$ cat src/rtl/bus_master_port_if.sv
// Local command/response and arbiter-side signals of one bus_master_port.
// The master modport is the endpoint's view; slave is the view of the local logic and arbiter.
interface bus_master_port_if #(
    parameter int ADDR_WIDTH = 16,
    parameter int DATA_WIDTH = 16
);
    logic                  req_valid_i;
    logic                  req_ready_o;
    logic                  req_write_i;
    logic [ADDR_WIDTH-1:0] req_addr_i;
    logic [DATA_WIDTH-1:0] req_wdata_i;
    logic                  rsp_valid_o;
    logic                  rsp_error_o;
    logic [DATA_WIDTH-1:0] rsp_rdata_o;
    logic                  barq_o;
    logic                  bagd_i;
    logic                  target_ready_i;
    logic                  address_valid_o;
    logic                  data_strobe_i;
    logic                  write_o;
    logic [ADDR_WIDTH-1:0] addr_o;
    logic [DATA_WIDTH-1:0] wdata_o;
    logic [DATA_WIDTH-1:0] rdata_i;

    modport master (
        input  req_valid_i, req_write_i, req_addr_i, req_wdata_i,
        input  bagd_i, target_ready_i, data_strobe_i, rdata_i,
        output req_ready_o, rsp_valid_o, rsp_error_o, rsp_rdata_o,
        output barq_o, address_valid_o, write_o, addr_o, wdata_o
    );

    modport slave (
        output req_valid_i, req_write_i, req_addr_i, req_wdata_i,
        output bagd_i, target_ready_i, data_strobe_i, rdata_i,
        input  req_ready_o, rsp_valid_o, rsp_error_o, rsp_rdata_o,
        input  barq_o, address_valid_o, write_o, addr_o, wdata_o
    );
endinterface

$ cat src/rtl/bus_master_port.sv
// Initiator endpoint of the barq/bagd handshake bus: runs one local command at a time
// and returns read data, or an error on timeout or lost grant.
module bus_master_port #(
    parameter int ADDR_WIDTH   = 16,
    parameter int DATA_WIDTH   = 16,
    parameter int TIMEOUT_CLKS = 32
) (
    input  logic              clk,
    input  logic              rst_n,
    bus_master_port_if.master bus
);
    localparam int               CNT_W   = $clog2(TIMEOUT_CLKS + 1);
    localparam logic [CNT_W-1:0] CNT_MAX = CNT_W'(TIMEOUT_CLKS);

    typedef enum logic [2:0] {IDLE, REQ, WAIT_RDY, ADDR, DONE} state_t;

    state_t                state_q, state_d;
    logic [CNT_W-1:0]      cnt_q;
    logic                  cmd_write_q;
    logic [ADDR_WIDTH-1:0] cmd_addr_q;
    logic [DATA_WIDTH-1:0] cmd_wdata_q;
    logic                  rsp_valid_q;
    logic                  rsp_error_q;
    logic [DATA_WIDTH-1:0] rsp_rdata_q;
    logic                  accept, busy, timeout, done_ok, done_err;

    assign busy    = (state_q == REQ) || (state_q == WAIT_RDY) || (state_q == ADDR);
    assign accept  = (state_q == IDLE) && bus.req_valid_i;
    assign timeout = (cnt_q == CNT_MAX);

    // Strobe beats lost grant, lost grant beats timeout; timeout also beats a pending advance.
    always_comb begin
        state_d  = state_q;
        done_ok  = 1'b0;
        done_err = 1'b0;
        case (state_q)
            IDLE: if (accept) state_d = REQ;
            REQ: begin
                if (timeout)         done_err = 1'b1;
                else if (bus.bagd_i) state_d  = WAIT_RDY;
            end
            WAIT_RDY: begin
                if (!bus.bagd_i || timeout)  done_err = 1'b1;
                else if (bus.target_ready_i) state_d  = ADDR;
            end
            ADDR: begin
                if (bus.data_strobe_i)              done_ok  = 1'b1;
                else if (!bus.bagd_i || timeout)    done_err = 1'b1;
            end
            DONE:    state_d = IDLE;
            default: state_d = IDLE;
        endcase
        if (done_ok || done_err) state_d = DONE;
    end

    // Reset parks in DONE so req_ready_o stays low until the first edge after release.
    always_ff @(posedge clk or negedge rst_n) begin
        if (!rst_n) state_q <= DONE;
        else        state_q <= state_d;
    end

    always_ff @(posedge clk or negedge rst_n) begin
        if (!rst_n) begin
            cnt_q       <= '0;
            cmd_write_q <= 1'b0;
            cmd_addr_q  <= '0;
            cmd_wdata_q <= '0;
            rsp_valid_q <= 1'b0;
            rsp_error_q <= 1'b0;
            rsp_rdata_q <= '0;
        end else begin
            rsp_valid_q <= done_ok || done_err;
            rsp_error_q <= done_err;
            if (done_ok && !cmd_write_q) rsp_rdata_q <= bus.rdata_i;
            if (accept) begin
                cnt_q       <= '0;
                cmd_write_q <= bus.req_write_i;
                cmd_addr_q  <= bus.req_addr_i;
                cmd_wdata_q <= bus.req_wdata_i;
            end else if (busy && !timeout) begin
                cnt_q <= cnt_q + 1'b1;
            end
        end
    end

    assign bus.req_ready_o     = (state_q == IDLE);
    assign bus.barq_o          = busy;
    assign bus.address_valid_o = (state_q == ADDR);
    assign bus.rsp_valid_o     = rsp_valid_q;
    assign bus.rsp_error_o     = rsp_error_q;
    assign bus.rsp_rdata_o     = rsp_rdata_q;
    assign bus.write_o         = busy && cmd_write_q;
    assign bus.addr_o          = busy ? cmd_addr_q  : '0;
    assign bus.wdata_o         = busy ? cmd_wdata_q : '0;
endmodule

$ cat src/flat_wrapper.sv
// flat-port wrapper written by rule: the top's interface ports become plain ports
module bus_master_port_flat 
#(
    parameter int ADDR_WIDTH   = 16,
    parameter int DATA_WIDTH   = 16,
    parameter int TIMEOUT_CLKS = 32
)
  (clk, rst_n, bus_req_valid_i, bus_req_write_i, bus_req_addr_i, bus_req_wdata_i, bus_bagd_i, bus_target_ready_i, bus_data_strobe_i, bus_rdata_i, bus_req_ready_o, bus_rsp_valid_o, bus_rsp_error_o, bus_rsp_rdata_o, bus_barq_o, bus_address_valid_o, bus_write_o, bus_addr_o, bus_wdata_o);
  bus_master_port_if #(.ADDR_WIDTH(ADDR_WIDTH), .DATA_WIDTH(DATA_WIDTH)) bus_i ();
  input  logic clk;
  input  logic rst_n;
  input wire logic [$bits(bus_i.req_valid_i)-1:0] bus_req_valid_i;
  input wire logic [$bits(bus_i.req_write_i)-1:0] bus_req_write_i;
  input wire logic [$bits(bus_i.req_addr_i)-1:0] bus_req_addr_i;
  input wire logic [$bits(bus_i.req_wdata_i)-1:0] bus_req_wdata_i;
  input wire logic [$bits(bus_i.bagd_i)-1:0] bus_bagd_i;
  input wire logic [$bits(bus_i.target_ready_i)-1:0] bus_target_ready_i;
  input wire logic [$bits(bus_i.data_strobe_i)-1:0] bus_data_strobe_i;
  input wire logic [$bits(bus_i.rdata_i)-1:0] bus_rdata_i;
  output wire logic [$bits(bus_i.req_ready_o)-1:0] bus_req_ready_o;
  output wire logic [$bits(bus_i.rsp_valid_o)-1:0] bus_rsp_valid_o;
  output wire logic [$bits(bus_i.rsp_error_o)-1:0] bus_rsp_error_o;
  output wire logic [$bits(bus_i.rsp_rdata_o)-1:0] bus_rsp_rdata_o;
  output wire logic [$bits(bus_i.barq_o)-1:0] bus_barq_o;
  output wire logic [$bits(bus_i.address_valid_o)-1:0] bus_address_valid_o;
  output wire logic [$bits(bus_i.write_o)-1:0] bus_write_o;
  output wire logic [$bits(bus_i.addr_o)-1:0] bus_addr_o;
  output wire logic [$bits(bus_i.wdata_o)-1:0] bus_wdata_o;
  assign bus_i.req_valid_i = bus_req_valid_i;
  assign bus_i.req_write_i = bus_req_write_i;
  assign bus_i.req_addr_i = bus_req_addr_i;
  assign bus_i.req_wdata_i = bus_req_wdata_i;
  assign bus_i.bagd_i = bus_bagd_i;
  assign bus_i.target_ready_i = bus_target_ready_i;
  assign bus_i.data_strobe_i = bus_data_strobe_i;
  assign bus_i.rdata_i = bus_rdata_i;
  assign bus_req_ready_o = bus_i.req_ready_o;
  assign bus_rsp_valid_o = bus_i.rsp_valid_o;
  assign bus_rsp_error_o = bus_i.rsp_error_o;
  assign bus_rsp_rdata_o = bus_i.rsp_rdata_o;
  assign bus_barq_o = bus_i.barq_o;
  assign bus_address_valid_o = bus_i.address_valid_o;
  assign bus_write_o = bus_i.write_o;
  assign bus_addr_o = bus_i.addr_o;
  assign bus_wdata_o = bus_i.wdata_o;
  bus_master_port #(.ADDR_WIDTH(ADDR_WIDTH), .DATA_WIDTH(DATA_WIDTH), .TIMEOUT_CLKS(TIMEOUT_CLKS)) u_core (.clk(clk), .rst_n(rst_n), .bus(bus_i));
endmodule
$ cat config.mk
export PLATFORM = sky130hd
export DESIGN_NAME = bus_master_port_flat
export DESIGN_NICKNAME = d
export VERILOG_FILES = /design/src/rtl/bus_master_port_if.sv /design/src/rtl/bus_master_port.sv /design/src/flat_wrapper.sv
export SDC_FILE = /design/constraint.sdc
export NUM_CORES = 1
export LEC_CHECK = 0
export ABC_AREA = 0
export ABC_CLOCK_PERIOD_IN_PS = 2300
export BUFFER_PORTS_ARGS = -buffer_cell sky130_fd_sc_hd__buf_2
export CAP_MARGIN = 20
export CELL_PAD_IN_SITES_DETAIL_PLACEMENT = 2
export CELL_PAD_IN_SITES_GLOBAL_PLACEMENT = 2
export CORE_ASPECT_RATIO = 1.25
export CORE_MARGIN = 2
export CORE_UTILIZATION = 33
export CTS_BUF_LIST = sky130_fd_sc_hd__clkbuf_16
export DETAILED_ROUTE_END_ITERATION = 8
export HOLD_SLACK_MARGIN = 0.08
export PLACE_DENSITY_LB_ADDON = 0.1
export RECOVER_POWER = 50
export SYNTH_ARGS = -nofsm -noshare
export SYNTH_HDL_FRONTEND = slang
export SYNTH_SLANG_ARGS = --single-unit
$ cat constraint.sdc
create_clock -name clk -period 2.3 [get_ports clk]
set_input_delay 0.46 -clock clk [delete_from_list [all_inputs] [get_ports clk]]
set_output_delay 0.46 -clock clk [all_outputs]
set_load 0.05 [all_outputs]
== After elaboration in Yosys (flattened, before gate mapping) ==
Cells that the tools add are included.
Storage, ports and cells
  register bits: 60
  input port bits: 55
  output and inout bits: 54
  logic and storage cells: 50
Operators by class
  $add $sub $neg: 1
  equality and inequality tests: 10
  muxes and demuxes: 17
  reduce and logical (&&, ||, !) cells: 14
Operators with widths (number)
  16-bit 2-to-1 mux: 2
  3-bit 2-to-1 mux: 6
  6-bit 2-to-1 mux: 2
  3-bit inequality test, second input constant: 4
  3-bit case mux with 4 select lines: 1
  6-bit by 1-bit adder with 6-bit output, second input constant: 1
  3-bit by 2-bit equality test with 1-bit output, second input constant: 2
  6-bit equality test, second input constant: 1
  6-bit AND reduction: 1
  1-bit 2-to-1 mux: 5
  1-bit logical AND: 4
  1-bit logical OR: 4
  3-bit by 1-bit equality test with 1-bit output, second input constant: 1
  1-bit zero test: 3
  3-bit zero test: 1
  3-bit by 1-bit inequality test with 1-bit output, second input constant: 1
  1-bit case mux with 3 select lines: 1
  2-bit by 1-bit inequality test with 1-bit output, second input constant: 1
  2-bit nonzero test: 1

== Logic depth before layout (Yosys ltp) ==
  depth after elaboration: 8
  gate-level depth with buffers: 6
  mapped depth without buffers: 6

== Worst setup path after synthesis ==
No wires, ideal clock.
  kind: reg-to-reg
  from: register u_core.state_q[1]
  to: register u_core.cmd_addr_q[12]
  library setup time: 0.125 ns
  arrival: 2.006 ns
  required time: 2.175 ns
  slack: 0.169 ns
  stages on the path, launching flop included: 7
  path buffers: 3
  clock period less this slack: 2.131 ns
  cells stage by stage: dfrtp_1 buf_6 nor3_2 and2_4 buf_6 buf_12 mux2_4
Between the ends
  longest elaborated chain between the ends: 2
RTL lines
  start, declared: line bus_master_port.sv:17  | state_t state_q, state_d;
  start signal, assigned: line bus_master_port.sv:59  | else state_q <= state_d;
  3-bit zero test
  named net bus_req_ready_o: line flat_wrapper.sv:20  | output wire logic [$bits(bus_i.req_ready_o)-1:0] bus_req_ready_o;
  1-bit logical AND: line bus_master_port.sv:28  | assign accept = (state_q == IDLE) && bus.req_valid_i;
  end signal, assigned: line bus_master_port.sv:78  | cmd_addr_q <= bus.req_addr_i;
  end, declared: line bus_master_port.sv:20  | logic [ADDR_WIDTH-1:0] cmd_addr_q;
The timed path passes the listed nets, and every way through them passes these cells.
A chain may end at the register's enable or synchronous reset.

== Worst setup path after layout ==
  from: register u_core.state_q[0]
  to: output bus_wdata_o[13]
Between the ends
  longest elaborated chain between the ends: 4
  elaborated cells between the ends (all ways): 6
  classes of those cells: 3 x eq/ne; 1 x mux; 2 x reduce/logical
RTL lines
  3-bit by 1-bit equality test with 1-bit output or 3-bit by 2-bit equality test with 1-bit output (tied branches): line bus_master_port.sv:27  | assign busy = (state_q == REQ) || (state_q == WAIT_RDY) || (state_q == ADDR);
  1-bit logical OR: line bus_master_port.sv:27
  1-bit logical OR (*): line bus_master_port.sv:27
  16-bit 2-to-1 mux (*): line bus_master_port.sv:94  | assign bus.wdata_o = busy ? cmd_wdata_q : '0;
  end, declared: line flat_wrapper.sv:28  | output wire logic [$bits(bus_i.wdata_o)-1:0] bus_wdata_o;
Mark *: on every way between the ends. The rest lies on a longest branch, timed or not.

==> flow_summary.rst <==
.. list-table::
   :header-rows: 1

   * - Metric
     - Value
   * - Post-synthesis instance area
     - 2828 sq um
   * - Util after Layout
     - 0.4401
   * - Number of enable-type register cells in the synthesized netlist
     - 0
   * - First-pass GRT wire length
     - 11390 um
   * - Cell chosen for the clock root
     - clkbuf_16
   * - Predominant post-synthesis flop cell
     - dfrtp_1
   * - Largest net degree at the start of global routing
     - 61
   * - Global-route usage over all layers
     - 0.1622
   * - Detail Placement HPWL
     - 5147 um
   * - Overflow left after global routing
     - 0
   * - Total of max-cap violations
     - 1
   * - Worst setup EP type
     - primary output
   * - First drt pass iteration count
     - 3
   * - Crit Reg-Reg Startpoint
     - u_core.cnt_q[2]
   * - Post-synthesis register bit count
     - 60
   * - Placement Rows
     - 37
   * - Dpl ws
     - 0.3531 ns
   * - Kind of path behind the tightest hold check
     - input port to flop
   * - Area share of the largest cell type after synthesis
     - 0.5221
   * - Detailed Route Iter0 Violations
     - 28
   * - Max clock buf depth
     - 2
   * - Skew final
     - 0.004743 ns
   * - Period utilisation layout
     - 0.9250
   * - Distinct cell type count of the synthesized netlist
     - 34
   * - Status
     - finished with violations
   * - Sequential standard cell area
     - 1504 sq um
   * - Critical path arrival
     - 1.67 ns
   * - Asr flop ratio synth
     - 1.000
   * - # hold bufs at CTS
     - 0
   * - Net Count, Synth
     - 266
   * - Post-detailed-routing wire length
     - 7145 um
   * - Maximum fanout count along the critical path
     - 34
   * - Die X
     - 86.80 um
   * - DIE HEIGHT
     - 107.5 um
   * - Total inserted antenna cells
     - 0
   * - Number of nets in the final layout
     - 379
   * - Clock insertion delay at the later pin of the skew report
     - 0.32 ns
   * - Gp weighted congestion
     - 0.7364
   * - CP Cell Sequence
     - nor2_1 -> nor2_2 -> buf_6 -> and2_1 -> buf_2
   * - Terminus of the critical flop-to-flop path
     - u_core.state_q[0]
   * - Max incr delay on CP
     - 0.46 ns
   * - Final TNS setup
     - 0 ns
   * - Crit path buffers/inverters
     - 2
   * - Number of endpoints failing setup at the final stage
     - 0
   * - Number of hold violations in the final report
     - 0
   * - Layout cells sized above 1
     - 0.4954
   * - RSZ-0062 raised after global routing
     - false
   * - F_max
     - 0.4701 GHz
   * - Post-Synthesis Cells
     - 209
   * - Fillers
     - 882
   * - Hold path startpoint
     - bus_req_addr_i[3]
   * - CTS clock-pin slew for the worst setup and hold paths
     - 0.05 ns
   * - Vias in the first global route
     - 2224
   * - CP Class
     - flop to primary output
   * - Mean Syn Cell Area
     - 13.53 sq um
   * - Highest-delay cell along the critical path
     - dfrtp_1
   * - Total of warnings raised by yosys
     - 0
   * - Total vias in the final route
     - 1997
   * - Hold Path Sink
     - u_core.cmd_addr_q[3]
   * - Initial core utilization
     - 0.3412
   * - Kind of launch point of the worst setup path
     - flop
   * - Die Area
     - 9330 sq um
   * - TritonCTS sink count
     - 60
   * - Cell type contributing the most total cell area after synthesis
     - dfrtp_1
   * - DRC violations left
     - 0
   * - Number of H-tree levels
     - 3
   * - Proportion of synthesized chip area in sequential cells
     - 0.5314
   * - Worst hold margin
     - 0.3627 ns
   * - Placeable Area
     - 8287 sq um
   * - DRT antenna net count
     - 0
   * - Dominant cells by area after synthesis
     - dfrtp_1, mux2_4, mux2_2, and2_1, buf_12
   * - Cell depth of the worst min-delay path
     - 2
   * - Commonest cells in the netlist
     - dfrtp_1, and2_1, mux2_4, mux2_2, nor2_1
   * - Top-level I/O count
     - 109
   * - Initial antenna violation count
     - 0
   * - Relative slew slack
     - 0.004329
   * - Routed length per instance
     - 16.85 um
   * - Area taken by multi-input logic gates
     - 1186 sq um
   * - Required @ worst endpoint
     - 1.84 ns
   * - Final slew viol count
     - 0
   * - Vias per inst
     - 4.710
   * - Largest delay share family, worst path
     - buffers and inverters
   * - Final critical path time including I/O delays and setup
     - 2.127 ns
   * - Worst R2R Path Depth
     - 4
   * - Clock tree from TritonCTS
     - built
   * - Most frequently used cell type in the post-synthesis netlist
     - dfrtp_1
   * - Layout overhead on the synthesized area
     - 28.98%
   * - Setup slack of the critical path after layout
     - 0.1726 ns
   * - R2r setup slk
     - 0.41 ns
   * - Port buffer count
     - 108
   * - Violated checks
     - capacitance limit
   * - Worst-margin pin slew
     - 1.494 ns
   * - Cts bufs inserted
     - 9
-- worst register-to-register path: cells and delay by family, from the launching register on --
kind,cells,cell delay (ns)
and+or+nand+nor,1,0.43
AOI/OAI and AO/OA,3,0.91
DFF,1,0.43
-- logic make-up (layout without fill, tap and decap cells) --
| logic type | Yosys count | after routing | share of synthesized area |
|---|---|---|---|
| flip-flops | 60 | 60 | 0.5314 |
| buffers and inverters | 14 | 132 | 0.04424 |
| AND/OR/NAND/NOR | 66 | 66 | 0.1367 |
| AO/OA/AOI/OAI | 16 | 16 | 0.04026 |
| adder cells (fa/ha/maj) | 2 | 2 | 0.008848 |
| XOR/XNOR | 2 | 2 | 0.006196 |
| multiplexers | 49 | 49 | 0.2323 |
-- cell usage in the layout, fill, tap and decap left out, types with 2 or more instances in the layout --
cell type  netlist  final
mux2_2          21     21
inv_1            4      4
ha_1             2      2
xnor2_1          2      2
nor2b_1          2      2
a22oi_1          2      2
nor3_1           3      4
mux2_1           0      2
nor2_1           9      8
o2bb2ai_1        4      4
clkbuf_16        0      9
nand2_1          7      7
nor4_1           2      2
o21ai_0          1      2
mux2_4          28     26
clkbuf_1         3     18
nand3_1          2      2
and2_1          33     33
buf_2            1     90
o21a_1           2      2
a21oi_1          4      4
clkinv_1         0      3
clkinv_2         0      3
dfrtp_1         59     58
-- worst max path at each step --
stage	from	end	slack, ns	cells after the start
floorplan	u_core.state_q[1]	u_core.cmd_addr_q[12]	0.17	6
global route	u_core.state_q[0]	bus_wdata_o[13]	0.05	5
detailed placement	u_core.state_q[1]	bus_wdata_o[13]	0.35	5
global placement	u_core.state_q[1]	bus_wdata_o[8]	0.41	5
finish	u_core.state_q[0]	bus_wdata_o[13]	0.17	5
CTS	u_core.state_q[1]	bus_wdata_o[13]	0.06	5
-- final cells by class --
class / instances / area share
Clock buffer: 9 / 0.06175
Clock inverter: 7 / 0.009262
Inverter: 4 / 0.004117
Multi-Input combinational cell: 135 / 0.3252
Sequential cell: 60 / 0.4123
Tap cell: 97 / 0.03328
Timing Repair Buffer: 112 / 0.1540
-- flip-flops by register name, indices dropped and copies added, names as in the netlist --
name                    flops
u_core.cmd_addr_q          16
u_core.bus.rsp_error_o      1
u_core.cnt_q                6
u_core.state_q              3
u_core.bus.rsp_rdata_o     16
u_core.cmd_write_q          1
u_core.cmd_wdata_q         16
u_core.bus.rsp_valid_o      1
-- stage by stage --
stage               cell area, sq um  std cells
floorplan                       2828        209
detailed placement              3437        408
global route                    3647        424
global placement                3437        408
CTS                             3700        424
finish                          3647        424
-- routing by layer --
metal  wire length [um]  global-route usage  up-vias  share of wire
li1                   -                   -      939              -
met1               2909              0.1938      981           0.41
met2               3727              0.2748       66           0.52
met3                367             0.03374       11          0.051
met4                140             0.07701        0          0.020
met5                  0                   0        -              0
-- repair_timing --
action / 4_1_cts / 5_1_grt
gates resized for setup: 1 / 1
buffers inserted: 0 / 0
hold endpoints to repair: 0 / 0
endpoints found under the setup margin: 1 / 3
Power is not shown: default switching activity piles up to over one toggle a cycle in this logic, so the estimate is an artifact.
